<file path="src/rtl/tdm_slot_scheduler.sv">
// TDM slot scheduler: strict time-division slots by default; work-conserving
// round-robin with a GAP cycle between grants when SKIP_IDLE_EN is defined.
module tdm_slot_scheduler #(
  parameter int N        = 4,
  parameter int SLOT_LEN = 8,
  parameter int PTR_W    = 2,
  parameter int CNT_W    = 3
) (
  input  logic             clk,
  input  logic             reset,
  input  logic [N-1:0]     req,
  input  logic [N-1:0]     done,
  output logic [N-1:0]     gnt,
  output logic [PTR_W-1:0] slot,
  output logic             busy
);

  localparam logic [PTR_W-1:0] LAST_SLOT = PTR_W'(N - 1);
  localparam logic [CNT_W-1:0] LAST_TICK = CNT_W'(SLOT_LEN - 1);

  logic [PTR_W-1:0] slot_q;
  logic [CNT_W-1:0] timer_q;
  logic [N-1:0]     gnt_int;

  function automatic logic [PTR_W-1:0] next_slot(input logic [PTR_W-1:0] s);
    return (s == LAST_SLOT) ? '0 : s + 1'b1;
  endfunction

`ifdef SKIP_IDLE_EN

  typedef enum logic [1:0] {IDLE, GRANT, GAP} state_t;

  state_t           state_q, state_d;
  logic [PTR_W-1:0] slot_d;
  logic [CNT_W-1:0] timer_d;
  logic [N-1:0]     gnt_q, gnt_d;
  logic             found;
  logic [PTR_W-1:0] found_idx;
  logic             grant_end;

  // Round-robin search starting at slot_q; the smallest offset wins.
  always_comb begin
    int idx;
    idx       = 0;
    found     = 1'b0;
    found_idx = slot_q;
    for (int i = N - 1; i >= 0; i--) begin
      idx = int'(slot_q) + i;
      if (idx >= N) idx = idx - N;
      if (req[idx]) begin
        found     = 1'b1;
        found_idx = PTR_W'(idx);
      end
    end
  end

  assign grant_end = (timer_q == LAST_TICK) || done[slot_q] || !req[slot_q];

  always_ff @(posedge clk) begin
    if (reset) begin
      state_q <= IDLE;
      slot_q  <= '0;
      timer_q <= '0;
      gnt_q   <= '0;
    end else begin
      state_q <= state_d;
      slot_q  <= slot_d;
      timer_q <= timer_d;
      gnt_q   <= gnt_d;
    end
  end

  // GAP resolves the next grant itself so only one zero cycle separates grants.
  always_comb begin
    state_d = state_q;
    slot_d  = slot_q;
    timer_d = timer_q;
    gnt_d   = gnt_q;
    case (state_q)
      IDLE, GAP: begin
        gnt_d   = '0;
        timer_d = '0;
        state_d = IDLE;
        if (found) begin
          slot_d           = found_idx;
          gnt_d[found_idx] = 1'b1;
          state_d          = GRANT;
        end
      end
      GRANT: begin
        if (grant_end) begin
          gnt_d   = '0;
          timer_d = '0;
          slot_d  = next_slot(slot_q);
          state_d = GAP;
        end else begin
          timer_d = timer_q + 1'b1;
        end
      end
      default: begin
        gnt_d   = '0;
        state_d = IDLE;
      end
    endcase
  end

  assign gnt_int = gnt_q;

`else

  logic done_lat_q;
  logic slot_wrap;

  assign slot_wrap = (timer_q == LAST_TICK);

  // Timer free-runs; every slot lasts SLOT_LEN cycles whether used or not.
  always_ff @(posedge clk) begin
    if (reset) begin
      timer_q    <= '0;
      slot_q     <= '0;
      done_lat_q <= 1'b0;
    end else if (slot_wrap) begin
      timer_q    <= '0;
      slot_q     <= next_slot(slot_q);
      done_lat_q <= 1'b0;
    end else begin
      timer_q <= timer_q + 1'b1;
      if (done[slot_q]) done_lat_q <= 1'b1;
    end
  end

  always_comb begin
    gnt_int         = '0;
    gnt_int[slot_q] = req[slot_q] & ~done_lat_q;
  end

`endif

  assign gnt  = reset ? '0 : gnt_int;
  assign slot = reset ? '0 : slot_q;
  assign busy = |gnt;

endmodule
</file>
<file path="config.mk">
export PLATFORM = sky130hd
export DESIGN_NAME = tdm_slot_scheduler
export DESIGN_NICKNAME = d
export VERILOG_FILES = /design/src/rtl/tdm_slot_scheduler.sv
export SDC_FILE = /design/constraint.sdc
export NUM_CORES = 1
export LEC_CHECK = 0
export ABC_AREA = 1
export CAP_MARGIN = 20
export CORE_AREA = 4 4 41 43
export CTS_CLUSTER_DIAMETER = 120
export DETAILED_ROUTE_END_ITERATION = 7
export DIE_AREA = 0 0 45 47
export PLACE_DENSITY = 0.69
export REMOVE_ABC_BUFFERS = 1
export SYNTH_ARGS = -nofsm -noshare
export SYNTH_HDL_FRONTEND = slang
export SYNTH_SLANG_ARGS = --single-unit
</file>
<file path="constraint.sdc">
create_clock -name clk -period 4 [get_ports clk]
set_input_delay 0.8 -clock clk [delete_from_list [all_inputs] [get_ports clk]]
set_output_delay 0.8 -clock clk [all_outputs]
set_load 0.01 [all_outputs]
</file>
==> reports/qor.log <==
qor: clock_network.ctsLongestPathBuffers 2
qor: sta.timing.final.crit_share 79.5%
qor: die.initial_core_util 36.1%
qor: run.max_cap_viol_count 0
qor: placement.detailedPlacementHpwl 734 µm
qor: hold_path.hold_path_depth 1
qor: worst_setup_path.timing.critical_path.arrival 2380 ps
qor: clock_network.clk-insertion-delay-late 240 ps
qor: routing.vias_per_cell 4.53
qor: sta.sum_of_negative_setup_slack 0 ps
qor: routing.drc_errors 0
qor: sta.finalHoldWorstSlack 418 ps
qor: cells_and_area.final.fill_count 134
qor: worst_setup_path.critical_path.endpoint_type output port
qor: die.floorplan_die_width 45 µm
qor: die.i_o_pins 17
qor: die.dieHeight 47 µm
qor: clock_network.clock_sink_count 6
qor: die.rows 13
qor: worst_setup_path.max_stage_delay_on_crit_path 760 ps
qor: power_and_ir_drop.power.density 222 nW/µm²
qor: worst_setup_path.cpMaxStageDelayCell sky130_fd_sc_hd__clkdlybuf4s50_1
qor: power_and_ir_drop.ir_worst_vdd 0.181 mV
qor: global_routing.grt_pass1_wl 1.49 mm
qor: hold_path.worst_hold_path.endpoint timer_q[0]
qor: placement.placement.cell_area 643 µm²
qor: worst_setup_path.worst_r2r_src slot_q[0]
qor: clock_network.cts_resized 0
qor: worst_setup_path.startpoint_type input port
qor: synth.synth-xor-area-share 0%
qor: routing.total_wire_length_after_detailed_routing 863 µm
qor: synth.yosys_warnings 0
qor: global_routing.vias_in_the_first_global_route 361
qor: clock_network.cts-hold-fix-buffers 0
qor: power_and_ir_drop.static_leakage 0.308 nW
qor: sta.tightestPinTransition 475 ps
qor: cells_and_area.finish.utilization 51.2%
qor: synth.synth-compound-area-share 9.07%
qor: clock_network.post-cts-setup-buffer-count 0
qor: placement.pre_cts_slack 823 ps
qor: sta.slew_headroom 68.2%
qor: sta.setup_viol 0
qor: worst_setup_path.rr_worst_depth 4
qor: worst_setup_path.worstPathCellList clkdlybuf4s50_1 > nor2_1 > o211ai_1 > nand2_1 > clkdlybuf4s50_1
qor: clock_network.cts-htree-levels 1
qor: synth.synth.distinct_cells 16
qor: global_routing.grt_start_max_net_pins 13
qor: global_routing.global_route.usage.total 9.66%
qor: synth.synth_fa_ha_area_share 16.0%
qor: cells_and_area.insertedDiodeCount 0
qor: placement.routability_congestion 0.808
qor: clock_network.tritoncts.num_buffers 3
qor: synth.post_synth_and_or_nand_nor_area_fraction 36.3%
qor: routing.antenna_left 0
qor: sta.rsz0062_at_grt no
qor: die.core-area 1300 µm²
qor: synth.avgSynthCellArea 7.22 µm²
qor: cells_and_area.post_route_cells_drive_above_1_share 15.7%
qor: sta.finalWorstSetupSlack 818 ps
qor: routing.first_pass_iters 2
qor: cells_and_area.area.growth.synth_to_final 41.9%
qor: worst_setup_path.crit_buf_inv 2
qor: routing.avgRoutedWirePerCell 8.81 µm
qor: global_routing.grt_antenna_before_repair 0
qor: hold_path.worst_hold_startpoint timer_q[0]
qor: routing.routed-via-count 444
qor: synth.synth-seq-cells 6
qor: placement.port_buffers 16
qor: worst_setup_path.rrSetupSlack 2720 ps
qor: cells_and_area.postLayoutCellArea 666 µm²
qor: synth.seq_area_frac_synth 25.6%
qor: outcome.outcome completed
qor: worst_setup_path.worst_path_most_repeated_cell sky130_fd_sc_hd__clkdlybuf4s50_1
qor: worst_setup_path.timing_worst_setup_path_type in2out
qor: synth.dominant_combinational_cell_family_by_area_after_synthesis simple AND/OR/NAND/NOR gates
qor: synth.syn_area 469 µm²
qor: global_routing.grt.overflow.total 0
qor: synth.synth.mux.area_fraction 0%
qor: sta.timing.final.crit_period 3180 ps
qor: synth.netlist_instances 65
qor: worst_setup_path.critical_path.reg2reg.endpoint slot_q[1]
qor: clock_network.cts.root.buffer_cell sky130_fd_sc_hd__clkbuf_4
qor: sta.finalHoldViolations 0
qor: die.dieArea 2120 µm²
qor: clock_network.cts_tree done
qor: worst_setup_path.worst_path_dominant_cell_family buffers and inverters
qor: clock_network.clkTransAtPathRegs 40 ps
qor: sta.finalClockSkew 3.10 ps
qor: worst_setup_path.crit_path_max_fanout 12
qor: sta.fmax 314 MHz
qor: sta.timing_max_transition_violations_final 0
qor: hold_path.worstHoldPathType reg2reg
qor: routing.drtIter0Drc 4
qor: worst_setup_path.worstPathRequired 3200 ps
qor: cells_and_area.finish.net_count 101
state kept, by name, summed over array words and instances (netlist names):
register / count
timer_q: 3
slot_q: 2
done_lat_q: 1
how the worst max path moves through the flow:
stage	startpoint	endpoint	slack, ps	cells past startpoint
CTS	reset	busy	820	5
global route	reset	busy	680	5
finish	reset	busy	820	5
floorplan	req[1]	gnt[0]	1910	6
global placement	reset	busy	850	5
detailed placement	reset	busy	820	5
through the flow:
stage          power, mW  cells
5_1_grt            0.160     98
3_5_place_dp      0.0966     95
3_3_place_gp      0.0959     95
6_report           0.148     98
2_1_floorplan     0.0811     64
4_1_cts            0.152     98
cell families (layout without fill, tap and decap cells):
group                      Yosys count  in the layout
and+or+nand+nor                     30             30
buffers and inverters               16             34
AOI/OAI and AO/OA                    7              7
adders and majority gates            6              6
DFF                                  6              6
where the power goes:
group	switching, mW	internal (mW)
combinational	0.0140	0.0161
sequential	0.00135	0.0636
clock	0.0192	0.0338
total	0.0346	0.113
cells in the mapped netlist, drive strengths merged:
| cell type | count | area share, % |
|---|---|---|
| inv | 15 | 12 |
| nand2 | 13 | 14 |
| nor2 | 9 | 7.2 |
| dfxtp | 6 | 26 |
| ha | 6 | 16 |
| nand3 | 4 | 6.4 |
| nor3 | 4 | 8.5 |
| a21oi | 3 | 3.2 |
| o211ai | 2 | 3.2 |
| a211oi | 1 | 1.6 |
| buf | 1 | 1.1 |
| o21ai | 1 | 1.1 |
layer usage:
layer / GRT usage, % / vias to the layer above / part of all wire [%]
met5: 0 / - / 0
met4: 5.26 / 0 / 0
met3: 2.30 / 0 / 6.1
met2: 15.8 / 10 / 49
met1: 11.7 / 196 / 45
li1: - / 238 / -
area by class of cell:
| class | count | area [µm²] | area share [%] |
|---|---|---|---|
| well taps | 15 | 18.8 | 2.82 |
| flip-flops and latches | 6 | 120 | 18.0 |
| multi-input cells | 43 | 288 | 43.2 |
| clock buffers | 3 | 22.5 | 3.38 |
| inverters | 15 | 56.3 | 8.46 |
| repair buffers | 16 | 160 | 24.1 |
cell usage in the layout (no fill, tap or decap):
cell	Yosys	routed
sky130_fd_sc_hd__clkdlybuf4s50_1	0	16
sky130_fd_sc_hd__inv_1	14	14
sky130_fd_sc_hd__nand2_1	10	10
sky130_fd_sc_hd__nor2_1	9	9
sky130_fd_sc_hd__ha_1	6	6
sky130_fd_sc_hd__dfxtp_1	6	6
sky130_fd_sc_hd__nor3_2	4	4
sky130_fd_sc_hd__a21oi_1	3	3
sky130_fd_sc_hd__clkbuf_4	0	3
sky130_fd_sc_hd__nand3_2	2	2
sky130_fd_sc_hd__nand2_4	2	2
sky130_fd_sc_hd__o211ai_1	2	2
sky130_fd_sc_hd__nand3_1	2	2
sky130_fd_sc_hd__inv_2	1	1
sky130_fd_sc_hd__nand2_2	1	1
sky130_fd_sc_hd__o21ai_0	1	1
sky130_fd_sc_hd__a211oi_1	1	1
worst register-to-register path, delay by kind of cell (launching register included):
family / cells / cell delay [ps]
buffers and inverters: 1 / 130
AOI/OAI and AO/OA: 2 / 210
adders and majority gates: 1 / 300
DFF: 1 / 510
Note: power is estimated with default switching activity, not from simulation.
